`config.mk`:
```
export PLATFORM = sky130hd
export DESIGN_NAME = ps2_host_tx_flat
export DESIGN_NICKNAME = d
export VERILOG_FILES = /design/src/rtl/ps2_pkg.sv /design/src/rtl/ps2_host_tx_if.sv /design/src/rtl/ps2_sync_filter.sv /design/src/rtl/ps2_host_tx.sv /design/src/flat_wrapper.sv
export SDC_FILE = /design/constraint.sdc
export NUM_CORES = 1
export LEC_CHECK = 0
export CORE_ASPECT_RATIO = 0.8
export CORE_UTILIZATION = 36
export DETAILED_ROUTE_END_ITERATION = 12
export DONT_BUFFER_PORTS = 1
export SYNTH_ARGS = -nofsm -noshare
export SYNTH_HDL_FRONTEND = slang
export SYNTH_HIERARCHICAL = 1
export SYNTH_SLANG_ARGS = --single-unit
```
`constraint.sdc`:
```
create_clock -name clk -period 2.65 [get_ports clk]
set_clock_uncertainty 0.2 [all_clocks]
set_input_delay 0.53 -clock clk [delete_from_list [all_inputs] [get_ports clk]]
set_output_delay 0.53 -clock clk [all_outputs]
set_load 0.02 [all_outputs]
```
`src/rtl/ps2_pkg.sv`:
```
// Shared definitions for the PS/2 host transmitter: FSM states, mouse command
// bytes, input filter depth and request-to-send length.
package ps2_pkg;

  typedef enum logic [2:0] {
    ST_IDLE,
    ST_INHIBIT,
    ST_REQ,
    ST_SEND,
    ST_ACK,
    ST_WAIT_IDLE,
    ST_FINISH
  } tx_state_e;

  localparam logic [7:0] PS2_CMD_RESET    = 8'hFF;
  localparam logic [7:0] PS2_CMD_ENABLE   = 8'hF4;
  localparam logic [7:0] PS2_CMD_SET_RATE = 8'hF3;

  localparam int PS2_FILTER_DEPTH = 4;
  localparam int PS2_REQ_CYCLES   = 64;

  // Odd parity: the parity bit makes the total count of ones odd.
  function automatic logic odd_parity(input logic [7:0] d);
    return ~^d;
  endfunction

endpackage

```
`src/rtl/ps2_host_tx_if.sv`:
```
// Command-side handshake of the PS/2 host transmitter: byte request and
// completion status.
interface ps2_host_tx_if;
  logic [7:0] tx_data;
  logic       tx_start;
  logic       busy;
  logic       done;
  logic       ack_err;
  logic       timeout;

  modport master (
    output tx_data, tx_start,
    input  busy, done, ack_err, timeout
  );

  modport slave (
    input  tx_data, tx_start,
    output busy, done, ack_err, timeout
  );
endinterface

```
`src/rtl/ps2_sync_filter.sv`:
```
// One PS/2 pin: 2-FF synchronizer, glitch filter that changes level only after
// PS2_FILTER_DEPTH equal samples, and a registered falling-edge pulse.
module ps2_sync_filter
  import ps2_pkg::*;
(
  input  logic clk,
  input  logic rst,
  input  logic pin,
  output logic level,
  output logic fall
);

  logic [1:0]                  sync_reg;
  logic [PS2_FILTER_DEPTH-2:0] hist_reg;
  logic                        level_reg;
  logic                        fall_reg;
  logic                        all_high;
  logic                        all_low;

  // Current synchronized sample plus the previous DEPTH-1 samples.
  assign all_high = &{hist_reg, sync_reg[1]};
  assign all_low  = ~|{hist_reg, sync_reg[1]};

  // Idle PS/2 lines are high, so everything resets to 1.
  always_ff @(posedge clk or posedge rst) begin
    if (rst) begin
      sync_reg  <= '1;
      hist_reg  <= '1;
      level_reg <= 1'b1;
      fall_reg  <= 1'b0;
    end else begin
      sync_reg <= {sync_reg[0], pin};
      hist_reg <= {hist_reg[PS2_FILTER_DEPTH-3:0], sync_reg[1]};
      fall_reg <= level_reg & all_low;
      if (all_high) begin
        level_reg <= 1'b1;
      end else if (all_low) begin
        level_reg <= 1'b0;
      end
    end
  end

  assign level = level_reg;
  assign fall  = fall_reg;

endmodule

```
`src/rtl/ps2_host_tx.sv`:
```
// PS/2 host-to-device transmitter: clock inhibit, request-to-send, ten data
// edges clocked by the device, acknowledge check and a saturating abort timer.
module ps2_host_tx
  import ps2_pkg::*;
#(
  parameter int CLK_FREQ_HZ    = 65_000_000,
  parameter int INHIBIT_US     = 100,
  parameter int TIMEOUT_CYCLES = 975_000
) (
  input  logic         clk,
  input  logic         rst,
  input  logic         ps2_clk_in,
  input  logic         ps2_data_in,
  output logic         ps2_clk_oe,
  output logic         ps2_data_oe,
  ps2_host_tx_if.slave cmd
);

  localparam int INHIBIT_CYCLES = CLK_FREQ_HZ / 1_000_000 * INHIBIT_US;
  localparam int CNT_MAX = (INHIBIT_CYCLES > PS2_REQ_CYCLES) ? INHIBIT_CYCLES : PS2_REQ_CYCLES;
  localparam int CNT_W   = $clog2(CNT_MAX + 1);
  localparam logic [CNT_W-1:0] INHIBIT_LAST = CNT_W'(INHIBIT_CYCLES - 1);
  localparam logic [CNT_W-1:0] REQ_LAST     = CNT_W'(PS2_REQ_CYCLES - 1);
  localparam logic [19:0]      TMO_LAST     = 20'(TIMEOUT_CYCLES - 1);

  // Index 0 = clock pin, index 1 = data pin.
  logic [1:0] pin_raw;
  logic [1:0] pin_level;
  logic [1:0] pin_fall;

  assign pin_raw = {ps2_data_in, ps2_clk_in};

  genvar gi;
  generate
    for (gi = 0; gi < 2; gi++) begin : g_pin
      ps2_sync_filter u_filter (
        .clk   (clk),
        .rst   (rst),
        .pin   (pin_raw[gi]),
        .level (pin_level[gi]),
        .fall  (pin_fall[gi])
      );
    end
  endgenerate

  logic clk_level, clk_fall, data_level;
  logic unused_data_fall;

  assign clk_level  = pin_level[0];
  assign clk_fall   = pin_fall[0];
  assign data_level = pin_level[1];
  // Only the level of the data pin matters to the host.
  assign unused_data_fall = pin_fall[1];

  tx_state_e        state_reg, state_next;
  logic [CNT_W-1:0] cnt_reg, cnt_next;
  logic [3:0]       edge_cnt_reg, edge_cnt_next;
  logic [7:0]       shift_reg, shift_next;
  logic             data_drive_reg, data_drive_next;
  logic [19:0]      tmo_cnt_reg, tmo_cnt_next;
  logic             ack_err_reg, ack_err_next;
  logic             timeout_reg, timeout_next;
  logic             tmo_hit;

  always_ff @(posedge clk or posedge rst) begin
    if (rst) begin
      state_reg      <= ST_IDLE;
      cnt_reg        <= '0;
      edge_cnt_reg   <= '0;
      shift_reg      <= '0;
      data_drive_reg <= 1'b0;
      tmo_cnt_reg    <= '0;
      ack_err_reg    <= 1'b0;
      timeout_reg    <= 1'b0;
    end else begin
      state_reg      <= state_next;
      cnt_reg        <= cnt_next;
      edge_cnt_reg   <= edge_cnt_next;
      shift_reg      <= shift_next;
      data_drive_reg <= data_drive_next;
      tmo_cnt_reg    <= tmo_cnt_next;
      ack_err_reg    <= ack_err_next;
      timeout_reg    <= timeout_next;
    end
  end

  assign tmo_hit = (tmo_cnt_reg >= TMO_LAST);

  always_comb begin
    state_next      = state_reg;
    cnt_next        = cnt_reg;
    edge_cnt_next   = edge_cnt_reg;
    shift_next      = shift_reg;
    data_drive_next = data_drive_reg;
    tmo_cnt_next    = tmo_cnt_reg;
    ack_err_next    = ack_err_reg;
    timeout_next    = timeout_reg;

    unique case (state_reg)
      ST_IDLE: begin
        if (cmd.tx_start) begin
          state_next   = ST_INHIBIT;
          cnt_next     = '0;
          shift_next   = cmd.tx_data;
          ack_err_next = 1'b0;
          timeout_next = 1'b0;
        end
      end
      ST_INHIBIT: begin
        if (cnt_reg == INHIBIT_LAST) begin
          state_next = ST_REQ;
          cnt_next   = '0;
        end else begin
          cnt_next = cnt_reg + CNT_W'(1);
        end
      end
      ST_REQ: begin
        if (cnt_reg == REQ_LAST) begin
          // Keep the start bit low until the device's first falling edge.
          state_next      = ST_SEND;
          edge_cnt_next   = '0;
          data_drive_next = 1'b1;
          tmo_cnt_next    = '0;
        end else begin
          cnt_next = cnt_reg + CNT_W'(1);
        end
      end
      ST_SEND, ST_ACK, ST_WAIT_IDLE: begin
        if (tmo_hit) begin
          state_next   = ST_FINISH;
          timeout_next = 1'b1;
        end else begin
          if (tmo_cnt_reg != '1) begin
            tmo_cnt_next = tmo_cnt_reg + 20'd1;
          end
          if (state_reg == ST_SEND) begin
            // edge_cnt_reg holds the number of edges already seen.
            if (clk_fall) begin
              edge_cnt_next = edge_cnt_reg + 4'd1;
              if (edge_cnt_reg < 4'd8) begin
                data_drive_next = ~shift_reg[edge_cnt_reg[2:0]];
              end else if (edge_cnt_reg == 4'd8) begin
                data_drive_next = ~odd_parity(shift_reg);
              end else begin
                data_drive_next = 1'b0;
                state_next      = ST_ACK;
              end
            end
          end else if (state_reg == ST_ACK) begin
            if (clk_fall) begin
              ack_err_next = data_level;
              state_next   = ST_WAIT_IDLE;
            end
          end else if (clk_level && data_level) begin
            state_next = ST_FINISH;
          end
        end
      end
      ST_FINISH: begin
        state_next = ST_IDLE;
      end
      default: begin
        state_next = ST_IDLE;
      end
    endcase
  end

  // Pin drives decode straight from the state register so reset frees the bus at once.
  assign ps2_clk_oe  = (state_reg == ST_INHIBIT) || (state_reg == ST_REQ);
  assign ps2_data_oe = (state_reg == ST_REQ) || ((state_reg == ST_SEND) && data_drive_reg);

  assign cmd.busy    = (state_reg != ST_IDLE);
  assign cmd.done    = (state_reg == ST_FINISH);
  assign cmd.ack_err = ack_err_reg;
  assign cmd.timeout = timeout_reg;

endmodule

```
`src/flat_wrapper.sv`:
```
// flat-port wrapper written by rule: the top's interface ports become plain ports
module ps2_host_tx_flat import ps2_pkg::*;
#(
  parameter int CLK_FREQ_HZ    = 65_000_000,
  parameter int INHIBIT_US     = 100,
  parameter int TIMEOUT_CYCLES = 975_000
)
  (clk, rst, ps2_clk_in, ps2_data_in, ps2_clk_oe, ps2_data_oe, cmd_tx_data, cmd_tx_start, cmd_busy, cmd_done, cmd_ack_err, cmd_timeout);
  ps2_host_tx_if cmd_i ();
  input  logic clk;
  input  logic rst;
  input  logic ps2_clk_in;
  input  logic ps2_data_in;
  output logic ps2_clk_oe;
  output logic ps2_data_oe;
  input wire logic [$bits(cmd_i.tx_data)-1:0] cmd_tx_data;
  input wire logic [$bits(cmd_i.tx_start)-1:0] cmd_tx_start;
  output wire logic [$bits(cmd_i.busy)-1:0] cmd_busy;
  output wire logic [$bits(cmd_i.done)-1:0] cmd_done;
  output wire logic [$bits(cmd_i.ack_err)-1:0] cmd_ack_err;
  output wire logic [$bits(cmd_i.timeout)-1:0] cmd_timeout;
  assign cmd_i.tx_data = cmd_tx_data;
  assign cmd_i.tx_start = cmd_tx_start;
  assign cmd_busy = cmd_i.busy;
  assign cmd_done = cmd_i.done;
  assign cmd_ack_err = cmd_i.ack_err;
  assign cmd_timeout = cmd_i.timeout;
  ps2_host_tx #(.CLK_FREQ_HZ(CLK_FREQ_HZ), .INHIBIT_US(INHIBIT_US), .TIMEOUT_CYCLES(TIMEOUT_CYCLES)) u_core (.clk(clk), .rst(rst), .ps2_clk_in(ps2_clk_in), .ps2_data_in(ps2_data_in), .ps2_clk_oe(ps2_clk_oe), .ps2_data_oe(ps2_data_oe), .cmd(cmd_i));
endmodule
```
## Word level (Yosys, flattened, before mapping)

Cells that the tools add are included.

- Bitwise operators: 3
- $add $sub $neg: 3
- Order comparisons: 3
- Reductions and logical operators: 23
- Multiplexer cells: 46
- Equal/unequal tests: 28

Operator list:

| operator | count |
|---|---|
| 20-bit 2-to-1 mux | 3 |
| 20-bit case mux with 2 select lines | 1 |
| 13-bit 2-to-1 mux | 3 |
| 13-bit case mux with 3 select lines | 1 |
| 3-bit 2-to-1 mux | 11 |
| 20-bit by 1-bit adder with 20-bit output (second input constant) | 1 |
| 20-bit greater-or-equal comparator (second input constant) | 1 |
| 20-bit inequality test (second input constant) | 1 |
| 1-bit 2-to-1 mux | 17 |
| 4-bit 2-to-1 mux | 4 |
| 4-bit by 3-bit inequality test with 1-bit output (second input constant) | 4 |
| 2-bit inequality test (second input constant) | 7 |
| 13-bit by 1-bit adder with 13-bit output (second input constant) | 1 |
| 13-bit equality test (second input constant) | 1 |
| 13-bit by 6-bit equality test with 1-bit output (second input constant) | 1 |
| 2-bit by 1-bit inequality test with 1-bit output (second input constant) | 6 |
| 3-bit case mux with 4 select lines | 1 |
| 4-bit AND reduction | 3 |
| 3-bit equality test (second input constant) | 3 |
| 4-bit case mux with 2 select lines | 1 |
| 8-bit AND reduction | 1 |
| 4-bit OR reduction | 2 |
| 8-bit XNOR reduction | 1 |
| 3-bit by 2-bit equality test with 1-bit output (second input constant) | 2 |
| 21 further kinds | 29 |

- Bits of input ports: 13
- Register bits after elaboration: 64

## Depth between registers and ports, before layout

- Word-level depth: 8
- Depth in mapped cells: 8

## Cells and area by module

The synthesis kept the hierarchy.

By module, submodules not included:

| module | cells an instance | area each (sq um) | times used | sequential area each (sq um) |
|---|---|---|---|---|
| ps2_host_tx | 327 | 3088.0 | 1 | 1276.2 |
| ps2_sync_filter | 13 | 225.2 | 2 | 182.7 |

## Worst setup path before layout

OpenSTA, ideal clock, no wires.

- Kind: register to register
- From: register u_core.tmo_cnt_reg[0]
- To: register u_core.tmo_cnt_reg[14]
- Arrival time: 2.185 ns
- Setup slack: 0.188 ns
- Stages on the path, launching flop included: 7
- Required time: 2.372 ns
- Period minus slack after synthesis: 2.462 ns
- Buffers on the path: 0
- Path through: dfrtp_1 > ha_1 > a2111o_1 > a311oi_4 > o21ai_2 > or4_1 > a21oi_1

- Cells in the longest elaborated chain, start to end: 4
- Elaborated cells on any way between the ends: 9
- Those cells by class: add/sub (1); order compare (1); eq/ne (3); mux (3); reduce/logical (1)

Ends and longest elaborated chain:

| what | RTL line | text |
|---|---|---|
| start, declared | ps2_host_tx.sv:60 | `logic [19:0] tmo_cnt_reg, tmo_cnt_next;` |
| start signal, assigned | ps2_host_tx.sv:81 | `tmo_cnt_reg <= tmo_cnt_next;` |
| 20-bit by 1-bit adder with 20-bit output | ps2_host_tx.sv:134 | `tmo_cnt_next = tmo_cnt_reg + 20'd1;` |
| 20-bit 2-to-1 mux | ps2_host_tx.sv:133 | `if (tmo_cnt_reg != '1) begin` |
| 20-bit 2-to-1 mux | ps2_host_tx.sv:129 | `if (tmo_hit) begin` |
| 20-bit case mux with 2 select lines | ps2_host_tx.sv:99 | `unique case (state_reg)` |

Several ways; a longest one is shown, not always the timed one. The select of a mux whose other input is x is not followed.
A chain may end at the register's enable or synchronous reset.

## Worst setup path after layout

- From: register u_core.tmo_cnt_reg[0]
- To: register u_core.edge_cnt_reg[2]

- Cells in the longest elaborated chain, start to end: 3

Ends and longest elaborated chain:

| what | RTL line | text |
|---|---|---|
| 20-bit greater-or-equal comparator | ps2_host_tx.sv:87 | `assign tmo_hit = (tmo_cnt_reg >= TMO_LAST);` |
| 2-bit inequality test (no source line) | - |  |
| 5-bit AND reduction (no source line) | - |  |
| end signal, assigned | ps2_host_tx.sv:78 | `edge_cnt_reg <= edge_cnt_next;` |
| end, declared | ps2_host_tx.sv:57 | `logic [3:0] edge_cnt_reg, edge_cnt_next;` |

No other way between the ends.

==> out/metrics.yaml <==
run_status: "complete, no violations"
maxCapViolCount: 0
powerDensity_nw_per_um2: 1010
fin_crit_ns: 2.57
die_x_um: 112
synth.cell_area_um2: 3500
routed_wirelength_um: 7830
cts_tree: "built"
area_growth_pct: 20.1
drc: 0
synthCells: 350
rows: 31
ff2ff_path_depth: 7
grt_pass1_wl_um: 13000
initial_utilization_pct: 37.9
cp-end-kind: "flip-flop"
dieArea_um2: 10100
timing.critical_path.arrival_ns: 2.65
syn_nets: 367
chipHeight_um: 90.2
place_hpwl_um: 5540
leakagePower_uw: 0.00174
worst_ep_required_time_ns: 2.73
rsz0062_at_grt: "false"
layout.nets: 402
place_congestion: 0.801
fmax_mhz: 389
slew_violations: 0
hold_viol: 0
postLayoutCoreUtil_pct: 45.6
drtIter0Drc: 123
largest_register_ffs: 20
first_pass_iters: 4
io_pins: 19
syn_area_per_cell_um2: 10.0
ys_warn_count: 6
grt-ovfl-total: 0
cp_max_fo: 5
clk_path_buf_depth: 2
wl_per_cell_um: 15.5
setup_tns_ns: 0
worst_pin_slew_ns: 0.571
antenna_found_initial: 0
path_class: "flip-flop to flip-flop"
fin_crit_sh_pct: 97.1
port_buffers: 0
grt_usage_pct: 16.5
startpoint_type: "flip-flop"
cts_sinks: 64
root_buffer: "clkbuf_16"
viasPerCell: 5.55
antennaDiodeCount: 0
relSlewSlack_pct: 61.9
hold_class: "primary input to asynchronous set/reset pin"
cts_buffers: 9
clock_latency_ns: 0.34
num_vias: 2804
drive_gt1_share_pct: 23.3
setup_viol: 0
grt_pass1_vias: 2627
ir_worst_vdd_v: 0.000546
clk_pin_slew_worst_paths_ns: 0.06
coreArea_um2: 9230
ctsHtreeMaxLevel: 3
ant_nets: 0
grt_max_degree: 28
==> power breakdown <==
group | leakage (uW) | internal (uW) | switching, uW
Sequential | 0.000815 | 1160 | 209
Combinational | 0.000762 | 744 | 882
Clock | 0.000159 | 795 | 462
==> critical path, cell delays in order, from the launching register on <==
cell	delay (ns)
dfrtp_1	0.38
ha_1	0.22
a2111o_1	0.41
a311oi_4	0.40
buf_4	0.20
a211oi_1	0.11
or4_1	0.51
nand2_1	0.08
==> through the flow <==
stage | cells | hold slack, ns | worst slack, ns | power [uW] | cell area, um2
6_report | 505 | 0.00293 | 0.0778 | 4250 | 4210
3_3_place_gp | 481 | 0.147 | 0.110 | 2900 | 3800
3_5_place_dp | 481 | 0.148 | 0.0636 | 2930 | 3800
4_1_cts | 500 | 0.00387 | 0.0544 | 4220 | 4150
5_1_grt | 505 | 0.0292 | 0.0195 | 4520 | 4210
2_1_floorplan | 350 | 0.129 | 0.188 | 2490 | 3500
==> layer usage <==
| metal | GRT usage (%) | part of all wire [%] |
|---|---|---|
| met4 | 4.00 | 0.94 |
| met1 | 23.1 | 52 |
| met3 | 6.47 | 4.0 |
| met2 | 23.7 | 43 |
| met5 | 0 | 0 |
==> final cells by class <==
type / instances / area [um2]
repair buffers: 33 / 268
flip-flops and latches: 64 / 1620
well taps: 115 / 144
multi-input cells: 263 / 1800
clock buffers: 10 / 250
fillers: 847 / 5030
inverters: 14 / 52.6
clock inverters: 6 / 71.3
==> placed cells by master (no fill, tap or decap), drive strengths merged, types with 2 or more instances in the layout <==
cell type     n
clkinv        2
xnor2        11
a211o         2
nand4        11
nand3        18
o21a          4
mux2         10
o211ai        7
a21o          3
nor3          7
o41ai         2
ha            4
nand2b        3
a21oi        20
inv          17
mux2i         4
or3          10
a31oi         3
a311oi        2
clkbuf       10
buf          30
nor2         15
and3          8
a2bb2oi       2
dfstp        12
o21ai        21
mux4          2
dlygate4sd3   3
and4          3
or2           4
or4          12
dfrtp        52
nand2        35
a211oi        6
nor2b         4
and2          5
o31ai        10
==> worst paths after layout <==
check / end / start / slack (ns)
setup reg to reg: u_core/edge_cnt_reg[2]$_DFFE_PP0P_ / u_core/tmo_cnt_reg[0]$_DFFE_PP0P_ / 0.08
max in group asynchronous: u_core/tmo_cnt_reg[9]$_DFFE_PP0P_ / rst / 1.17
hold / removal: u_core/g_pin[1].u_filter/sync_reg[0]$_DFF_PP1_ / rst / 0.003
min in group clk: u_core/shift_reg[1]$_DFFE_PP0P_ / cmd_tx_data[1] / 0.14
hold reg to reg: u_core/g_pin[0].u_filter/sync_reg[1]$_DFF_PP1_ / u_core/g_pin[0].u_filter/sync_reg[0]$_DFF_PP1_ / 0.16
setup / recovery: u_core/edge_cnt_reg[2]$_DFFE_PP0P_ / u_core/tmo_cnt_reg[0]$_DFFE_PP0P_ / 0.08
==> repair_timing <==
item,4_1_cts,5_1_grt
hold endpoints to repair,27,0
setup buffers,0,4
endpoints found under the setup margin,0,6
gates resized for setup,0,3
hold buffers,3,0
(Power assumes the default switching activity.)
